`src/rtl/boid_disp_pkg.sv`:
```
// Shared constants for the boid display path.
// Holds the screen geometry, the display RAM address width, the boid count,
// and the frame-build sequencer state encoding.
package boid_disp_pkg;

  localparam int unsigned VIDEO_WIDTH         = 640;
  localparam int unsigned VIDEO_HEIGHT        = 480;
  localparam int unsigned PIXEL_ADDRESS_WIDTH = 19;
  localparam int unsigned MAX_BOIDS           = 64;
  localparam int unsigned BITS_FOR_BOIDS      = 6;

  // Frame-build sequencer states, 3-bit encoding.
  typedef enum logic [2:0] {
    StIdle  = 3'd0,
    StClear = 3'd1,
    StFetch = 3'd2,
    StPlot  = 3'd3,
    StNext  = 3'd4,
    StDone  = 3'd5
  } seq_state_e;

endpackage

```
`src/rtl/boid_pixel_addr.sv`:
```
// Pixel coordinate to display RAM address.
// Purely combinational; addr = py*640 + px done as (py<<9)+(py<<7)+px.
// Ports:
//   px        in   11  pixel x, one bit wider than needed so sums never wrap
//   py        in   10  pixel y, one bit wider than needed so sums never wrap
//   in_bounds out  1   px < VIDEO_WIDTH and py < VIDEO_HEIGHT
//   addr      out  PIXEL_ADDRESS_WIDTH  linear address (only meaningful when in_bounds)
module boid_pixel_addr
  import boid_disp_pkg::*;
(
  input  logic [10:0]                    px,
  input  logic [9:0]                     py,
  output logic                           in_bounds,
  output logic [PIXEL_ADDRESS_WIDTH-1:0] addr
);

  logic [PIXEL_ADDRESS_WIDTH-1:0] px_ext;
  logic [PIXEL_ADDRESS_WIDTH-1:0] py_ext;

  assign px_ext    = PIXEL_ADDRESS_WIDTH'(px);
  assign py_ext    = PIXEL_ADDRESS_WIDTH'(py);
  assign addr      = (py_ext << 9) + (py_ext << 7) + px_ext;
  assign in_bounds = (px < 11'(VIDEO_WIDTH)) && (py < 10'(VIDEO_HEIGHT));

endmodule

```
`src/rtl/boid_plot_sequencer.sv`:
```
// Frame-build sequencer: on a refresh request it strobes a framebuffer clear,
// then walks every boid, reads its (x,y) through the BPU mux and emits one
// write per visible pixel of a SPRITE x SPRITE square. All outputs registered.
// Ports:
//   clock, reset   clock and asynchronous active-high reset
//   refresh_req    frame rebuild request, sampled each posedge
//   boid_sel       boid index driving the BPU output mux
//   boid_x, boid_y position of the selected boid
//   clear_pulse    one-cycle clear strobe (high during the CLEAR cycle)
//   pix_we         display RAM write enable, pix_addr its address
//   busy           high in every state except IDLE
//   frame_done     one-cycle pulse (the DONE cycle)
//   overrun        sticky; a request arrived while one was already pending
module boid_plot_sequencer
  import boid_disp_pkg::*;
#(
  parameter int unsigned SPRITE = 2
) (
  input  logic                           clock,
  input  logic                           reset,
  input  logic                           refresh_req,
  output logic [BITS_FOR_BOIDS-1:0]      boid_sel,
  input  logic [9:0]                     boid_x,
  input  logic [8:0]                     boid_y,
  output logic                           clear_pulse,
  output logic                           pix_we,
  output logic [PIXEL_ADDRESS_WIDTH-1:0] pix_addr,
  output logic                           busy,
  output logic                           frame_done,
  output logic                           overrun
);

  localparam logic [1:0]                SpriteLast = 2'(SPRITE - 1);
  localparam logic [BITS_FOR_BOIDS-1:0] LastBoid   = BITS_FOR_BOIDS'(MAX_BOIDS - 1);

  seq_state_e                     state_q, state_d;
  logic [BITS_FOR_BOIDS-1:0]      sel_q, sel_d;
  logic [9:0]                     xr_q, xr_d;
  logic [8:0]                     yr_q, yr_d;
  logic [1:0]                     dx_q, dx_d;
  logic [1:0]                     dy_q, dy_d;
  logic                           pending_q, pending_d;
  logic                           overrun_q, overrun_d;
  logic                           clear_q, clear_d;
  logic                           done_q, done_d;
  logic                           busy_q, busy_d;
  logic                           we_q, we_d;
  logic [PIXEL_ADDRESS_WIDTH-1:0] addr_q, addr_d;

  logic [10:0]                    px;
  logic [9:0]                     py;
  logic                           in_bounds;
  logic [PIXEL_ADDRESS_WIDTH-1:0] addr;

  assign px = {1'b0, xr_q} + {9'b0, dx_q};
  assign py = {1'b0, yr_q} + {8'b0, dy_q};

  boid_pixel_addr u_pixel_addr (
    .px        (px),
    .py        (py),
    .in_bounds (in_bounds),
    .addr      (addr)
  );

  always_comb begin
    state_d   = state_q;
    sel_d     = sel_q;
    xr_d      = xr_q;
    yr_d      = yr_q;
    dx_d      = dx_q;
    dy_d      = dy_q;
    pending_d = pending_q;
    overrun_d = overrun_q;
    we_d      = 1'b0;
    addr_d    = addr_q;

    // Requests while busy collapse into one pending; a second one is an overrun.
    if (refresh_req && (state_q != StIdle)) begin
      if (pending_q) overrun_d = 1'b1;
      pending_d = 1'b1;
    end

    unique case (state_q)
      StIdle: begin
        if (refresh_req) begin
          state_d = StClear;
          sel_d   = '0;
        end
      end
      StClear: state_d = StFetch;
      StFetch: begin
        xr_d    = boid_x;
        yr_d    = boid_y;
        dx_d    = '0;
        dy_d    = '0;
        state_d = StPlot;
      end
      StPlot: begin
        we_d = in_bounds;
        if (in_bounds) addr_d = addr;
        if (dx_q == SpriteLast) begin
          dx_d = '0;
          if (dy_q == SpriteLast) state_d = StNext;
          else                    dy_d    = dy_q + 2'd1;
        end else begin
          dx_d = dx_q + 2'd1;
        end
      end
      StNext: begin
        if (sel_q == LastBoid) begin
          sel_d   = '0;
          state_d = StDone;
        end else begin
          sel_d   = sel_q + 1'b1;
          state_d = StFetch;
        end
      end
      StDone: begin
        // A request landing in this cycle is treated as already pending.
        pending_d = 1'b0;
        state_d   = (pending_q || refresh_req) ? StClear : StIdle;
      end
      default: state_d = StIdle;
    endcase
  end

  assign clear_d = (state_d == StClear);
  assign done_d  = (state_d == StDone);
  assign busy_d  = (state_d != StIdle);

  always_ff @(posedge clock or posedge reset) begin
    if (reset) begin
      state_q   <= StIdle;
      sel_q     <= '0;
      xr_q      <= '0;
      yr_q      <= '0;
      dx_q      <= '0;
      dy_q      <= '0;
      pending_q <= 1'b0;
      overrun_q <= 1'b0;
      clear_q   <= 1'b0;
      done_q    <= 1'b0;
      busy_q    <= 1'b0;
      we_q      <= 1'b0;
      addr_q    <= '0;
    end else begin
      state_q   <= state_d;
      sel_q     <= sel_d;
      xr_q      <= xr_d;
      yr_q      <= yr_d;
      dx_q      <= dx_d;
      dy_q      <= dy_d;
      pending_q <= pending_d;
      overrun_q <= overrun_d;
      clear_q   <= clear_d;
      done_q    <= done_d;
      busy_q    <= busy_d;
      we_q      <= we_d;
      addr_q    <= addr_d;
    end
  end

  assign boid_sel    = sel_q;
  assign clear_pulse = clear_q;
  assign frame_done  = done_q;
  assign busy        = busy_q;
  assign pix_we      = we_q;
  assign pix_addr    = addr_q;
  assign overrun     = overrun_q;

endmodule

```
`config.mk`:
```
export PLATFORM = sky130hd
export DESIGN_NAME = boid_plot_sequencer
export DESIGN_NICKNAME = d
export VERILOG_FILES = /design/src/rtl/boid_disp_pkg.sv /design/src/rtl/boid_pixel_addr.sv /design/src/rtl/boid_plot_sequencer.sv
export SDC_FILE = /design/constraint.sdc
export NUM_CORES = 1
export LEC_CHECK = 0
export BUFFER_PORTS_ARGS = -buffer_cell sky130_fd_sc_hd__buf_2
export CORE_MARGIN = 10
export CORE_UTILIZATION = 40
export CTS_CLUSTER_SIZE = 8
export DETAILED_ROUTE_END_ITERATION = 6
export PLACE_DENSITY = 0.7
export SETUP_SLACK_MARGIN = 0.02
export SKIP_LAST_GASP = 1
export SLEW_MARGIN = 20
export SYNTH_ARGS = -nofsm -noshare
export SYNTH_HDL_FRONTEND = slang
export SYNTH_HIERARCHICAL = 1
export SYNTH_SLANG_ARGS = --single-unit
```
`constraint.sdc`:
```
create_clock -name clock -period 7.5 [get_ports clock]
set_input_delay 0.75 -clock clock [delete_from_list [all_inputs] [get_ports clock]]
set_output_delay 0.75 -clock clock [all_outputs]
set_load 0.1 [all_outputs]
```
==> impl_metrics.tcl, run 1 <==
set metrics [dict create \
    finish.net_count 397 \
    timing.hold.ws_ns 0.470 \
    seqPwrFrac_pct 34.8 \
    worstMarginPinSlew_ns 0.961 \
    dieWidth_microns 112 \
    clk_latency_ns 0.34 \
    comb_power_share_pct 37.8 \
    min_delay_path_depth 1 \
    cts_buffers 9 \
    cts.reportedPaths.clkPinSlew_ns 0.07 \
    io_pins 52 \
    drv_cap 0 \
    min_period_over_period_pct 48.9 \
    ant_nets 0 \
    p_int_w 0.000594 \
    pre_cts_ws_ns 3.84 \
    yosysMostFrequentCell "dfrtp_1" \
    grt_use_total_pct 11.5 \
    post_cts_resized 0 \
    routed_via_density 5.23 \
    die_y_microns 112 \
    synth_top_area_cell "dfrtp_1" \
    synthArstFlopShare_pct 100 \
    netlist_top_cells_area "dfrtp_1 42%, mux2_2 13%, ha_1 8.8%" \
    slew_headroom_pct 35.7 \
    overflow 0 \
    wl_microns 7040 \
    synth_xor_area_share_pct 6.42 \
    synthMuxAreaShare_pct 13.5 \
    grt_max_degree 58 \
    p_leak_nw 1.80 \
    yosys.area_share.simple_pct 12.5 \
    antenna_found_initial 0 \
    outcome "completed" \
    rsz0062_at_grt "false" \
    firstDrtPassIters 4 \
    clockRootBuffer "clkbuf_8" \
    syn_area_per_cell_sq_um 11.4 \
    n_fill_cell 813 \
    path_class "flop to flop" \
    cp.arrival_ns 3.88 \
    htreeDepth 3 \
    synth_top_family_by_area "multiplexers" \
    required_ns 7.71 \
    synthTopCellsByCount "57 x dfrtp_1, 40 x mux2_2, 24 x ha_1" \
    synth_compound_gate_area_share_pct 9.72 \
    seq_area_frac_synth_pct 41.8 \
    grt_pass1_wl_microns 12200 \
    tns_ns 0 \
    r2r_cells 12 \
    antenna_cells 0 \
    synth_warnings 6 \
    synthAdderAreaFrac_pct 11.7 \
    syn_nets 349 \
    synth-edff-count 0 \
    setup_viol 0 \
    synth_area_sq_um 3410 \
    die_area_sq_um 12600 \
    max-vdd-ir-drop_mv 0.122 \
    clock-sinks 57 \
    drt_iter0_drc 98 \
    num_rows 33 \
    initial_core_util_pct 41.3 \
    place_hpwl_microns 5300 \
    core_sq_um 8260 \
    period_needed_ns 3.67 \
    clockBufferDepth 2 \
    syn_inst 298 \
    hold_class "flop to flop" \
    drive_above_1_share_pct 34.8 \
    drt_drc_violations_left 0 \
    critPathLaunchType "flop" \
    synthToLayoutAreaGrowth_pct 14.3 \
    vias 2383 \
    tritoncts "built" \
    synth_top_area_share_pct 41.8 \
    io_buffer_count 51 \
    fin_util_pct 47.2 \
    slew_violations 0 \
    cts_setup_buffers 0 \
    synth_ff_type "dfrtp_1" \
    max_freq_mhz 272 \
    dp_cells 440 \
    power_density_nw_per_um2 267 \
    pwr-share-clk_pct 27.4 \
    crit_fanout 5 \
    register_area_sq_um 1430 \
    p_sw_share_pct 43.0 \
    fin_ws_ns 3.83 \
    ys_seq_elements 57 \
    finalNonFillerCells 456 \
    routedWlPerCell_microns 15.4 \
    worstSetupEndpointType "flop" \
    multiInputGateArea_sq_um 1840 \
    p_switching_w 0.000448 \
    fin_skew_ns 0.0136 \
    place_congestion 0.829 \
    hold_viol_final 0 \
    yosysUniqueCellTypes 56 \
    grt_pass1_vias 2555 \
    postCtsHoldBufs 0 \
]
-- logic make-up after synthesis --
| group | Yosys count |
|---|---|
| fa+ha+maj | 29 |
| flops | 57 |
| xor+xnor | 25 |
| mux | 41 |
| buf+inv | 26 |
| compound gates | 42 |
| simple gates | 78 |
-- through the flow --
step	total power, W	cell area, sq um
finish	0.00104	3900
detailed placement	0.000765	3700
global route	0.00109	3900
floorplan	0.000698	3410
CTS	0.00106	3900
global placement	0.000761	3700
-- state kept, by name, indices dropped and copies added, names as in the netlist --
signal and flops:
pix_addr 19, xr_q 10, yr_q 9, boid_sel 6
state_q 3, dx_q 2, dy_q 2, busy 1
clear_pulse 1, frame_done 1, overrun 1, pending_q 1
pix_we 1
-- final cells by class --
| type | instances | share of cell area, % |
|---|---|---|
| Tap cell | 105 | 3.37 |
| Multi-Input combinational cell | 215 | 47.2 |
| Sequential cell | 57 | 36.6 |
| Clock buffer | 11 | 3.63 |
| Timing Repair Buffer | 52 | 6.74 |
| Clock inverter | 5 | 1.41 |
| Inverter | 11 | 1.06 |
-- cell usage in the layout, fill, tap and decap left out, types with 4 or more instances in the layout --
cell / count
xor2_1: 12
nor3_1: 8
a22o_1: 4
dfrtp_1: 57
nand3_1: 10
buf_2: 51
nand4_1: 4
o21ai_0: 5
clkbuf_8: 10
nor2_1: 13
xnor2_1: 13
fa_1: 5
ha_1: 24
a21oi_1: 8
inv_1: 10
nand2_1: 16
mux2_2: 40
and3_1: 6
-- path summary, 6_finish.rpt --
path,startpoint,slack [ns],to
worst max-delay path,dy_q[0]$_DFFE_PP0P_,3.83,pix_addr[16]$_DFFE_PP0P_
worst min register to register,overrun$_DFFE_PP0P_,0.47,overrun$_DFFE_PP0P_
max in group asynchronous,reset,6.40,yr_q[4]$_DFFE_PP0P_
worst max register to register,dy_q[0]$_DFFE_PP0P_,3.83,pix_addr[16]$_DFFE_PP0P_
worst min-delay path,overrun$_DFFE_PP0P_,0.47,overrun$_DFFE_PP0P_
min in group asynchronous,reset,0.61,state_q[1]$_DFF_PP0_
-- power by group through the flow --
stage               registers (W)  clock network, W  logic (W)
finish                   0.000362          0.000286   0.000394
global route             0.000368          0.000310   0.000415
CTS                      0.000363          0.000295   0.000398
detailed placement       0.000369                 0   0.000396
global placement         0.000368                 0   0.000394
floorplan                0.000584                 0   0.000114
-- critical path, cell delays in order (launching register included) --
cell	delay [ns]
dfrtp_1	0.43
ha_1	0.24
fa_1	0.42
xor2_1	0.23
inv_1	0.08
fa_1	0.48
inv_1	0.07
fa_1	0.46
a21o_2	0.27
a2111oi_4	0.36
a21oi_2	0.11
xor2_1	0.15
mux2_2	0.26
-- layer usage --
| layer | track usage (%) | wire [microns] |
|---|---|---|
| met5 | 0 | 0 |
| met4 | 5.08 | 102 |
| met3 | 3.41 | 264 |
| met2 | 17.9 | 3260 |
| met1 | 14.5 | 3420 |
Note: power is estimated with default switching activity, not from simulation.
==> run 2, diff against run 1 <==
PLACE_DENSITY = 0.72   (was 0.7)
clock period = 3.1 ns   (was 7.5 ns; I/O delays follow)
==> run 2 against run 1 <==
  * The run now ends with setup timing left
  * Maximum frequency grew 8.9%
  * Total power grew to 2.6 times the previous value
  * Worst hold slack lost 0.46 ns
  * Combinational power grew to 2.8 times the previous value
  * Non-clock buffer count grew 41
  * Largest power group unchanged
==> impl_metrics.tcl, run 2 (same netlist as run 1, synthesis figures left out) <==
set metrics [dict create \
    p_switching_w 0.00112 \
    die_y_microns 112 \
    clockBufferDepth 2 \
    clockRootBuffer "clkbuf_8" \
    clock-sinks 57 \
    routedWlPerCell_microns 15.8 \
    drt_drc_violations_left 0 \
    ant_nets 0 \
    routed_via_density 5.21 \
    io_buffer_count 51 \
    io_pins 52 \
    antenna_found_initial 0 \
    worstMarginPinSlew_ns 0.625 \
    wl_microns 7840 \
    outcome "complete, but fails checks" \
    cts.reportedPaths.clkPinSlew_ns 0.07 \
    drv_cap 0 \
    worstSetupEndpointType "flop" \
    core_sq_um 8260 \
    num_rows 33 \
    initial_core_util_pct 41.3 \
    cp_slowest_cell "fa_2" \
    final_cell_mix "57 x dfrtp_1, 51 x buf_2, 40 x buf_4, 36 x mux2_2, 18 x ha_1" \
    seqPwrFrac_pct 32.2 \
    max-vdd-ir-drop_mv 0.350 \
    hold_viol_final 0 \
    finish.net_count 438 \
    critPathTopFamily "adder cells" \
    grt_pass1_vias 2705 \
    synthToLayoutAreaGrowth_pct 29.1 \
    dieWidth_microns 112 \
    grt_max_degree 33 \
    p_int_w 0.00160 \
    fin_skew_ns 0.0115 \
    path_buf_inv 0 \
    p_sw_share_pct 41.3 \
    setup_viol 7 \
    regToRegStartpoint "xr_q[0]$_DFFE_PP0P_" \
    max_freq_mhz 297 \
    startpoint "xr_q[0]$_DFFE_PP0P_" \
    period_needed_ns 3.37 \
    dp_cells 474 \
    path_class "flop to flop" \
    grt_pass1_wl_microns 12400 \
    overflow 0 \
    final_common_cell "dfrtp_1" \
    min_period_over_period_pct 109 \
    cp.arrival_ns 3.60 \
    cts_buffers 9 \
    drive_above_1_share_pct 48.0 \
    cp_slowest_stage_delay_ns 0.41 \
    antenna_cells 0 \
    grt_use_total_pct 11.8 \
    largest_reg_flops 19 \
    power_density_nw_per_um2 618 \
    finalNonFillerCells 497 \
    crit_fanout 3 \
    rsz0062_at_grt "true" \
    drt_iter0_drc 89 \
    firstDrtPassIters 4 \
    hold_class "primary input to asynchronous set/reset pin" \
    clk_latency_ns 0.34 \
    required_ns 3.33 \
    critPathLaunchType "flop" \
    p_leak_nw 2.05 \
    htreeDepth 3 \
    slew_headroom_pct 58.4 \
    tritoncts "built" \
    pwr-share-clk_pct 26.5 \
    place_congestion 0.816 \
    path_cells "ha_2 -> fa_2 -> nand2_2 -> nor3_2 -> xor2_1 -> ha_1 -> ha_2 -> fa_2 -> a21o_4 -> a2111oi_4 -> a21oi_2 -> xor2_1 -> mux2_2" \
    die_area_sq_um 12600 \
    place_hpwl_microns 5750 \
    fin_util_pct 53.3 \
    fin_ws_ns -0.269 \
    violations "setup timing" \
    vias 2587 \
    comb_power_share_pct 41.3 \
    postCtsHoldBufs 0 \
    slew_violations 0 \
]
-- run 2: metal layers --
metal | track usage, % | wire length (microns)
met2 | 20.6 | 4140
met3 | 4.10 | 358
met1 | 13.0 | 3240
met4 | 4.06 | 100
met5 | 0 | 0
-- run 2: what timing repair did --
action                                  4_1_cts  5_1_grt
pin swaps                                     2       15
endpoints found under the setup margin        8        8
gates resized for setup                       2       22
buffers inserted                              2        6
-- run 2: layout make-up --
class,instances,area [sq um]
Sequential cell,57,1430
Timing Repair Buffer,93,578
Inverter,11,41.3
Clock buffer,14,173
Fill cell,722,3850
Multi-Input combinational cell,215,2020
Clock inverter,2,35.0
Tap cell,105,131
-- run 2: power by group through the flow --
stage | sequential, W | combinational, W | clock [W]
floorplan | 0.00141 | 0.000282 | 0
global placement | 0.000882 | 0.00102 | 0
detailed placement | 0.000890 | 0.00104 | 0
CTS | 0.000876 | 0.00105 | 0.000743
global route | 0.000889 | 0.00118 | 0.000777
finish | 0.000876 | 0.00112 | 0.000721
-- run 2: worst paths after layout --
path / to / slack [ns] / cells after the start
setup / recovery: pix_addr[16]$_DFFE_PP0P_ / -0.27 / 13
hold / removal: pending_q$_DFFE_PP0P_ / 0.01 / 2
setup reg to reg: pix_addr[16]$_DFFE_PP0P_ / -0.27 / 13
hold reg to reg: overrun$_DFFE_PP0P_ / 0.49 / 1
max in group asynchronous: pix_addr[0]$_DFFE_PP0P_ / 2.27 / 3
min in group clock: yr_q[8]$_DFFE_PP0P_ / 0.20 / 2
-- run 2: stage by stage --
step           TNS (ns)  setup slack, ns  total power (W)  cell area, sq um  hold WS [ns]
2_1_floorplan    -0.459           -0.235          0.00170              3440         0.462
3_3_place_gp      -1.11           -0.269          0.00190              3990         0.385
3_5_place_dp      -1.78           -0.392          0.00193              3990         0.394
4_1_cts           -1.23           -0.262          0.00267              4220        0.0209
5_1_grt           -1.85           -0.360          0.00285              4400        0.0410
6_report          -1.08           -0.269          0.00272              4400        0.0123
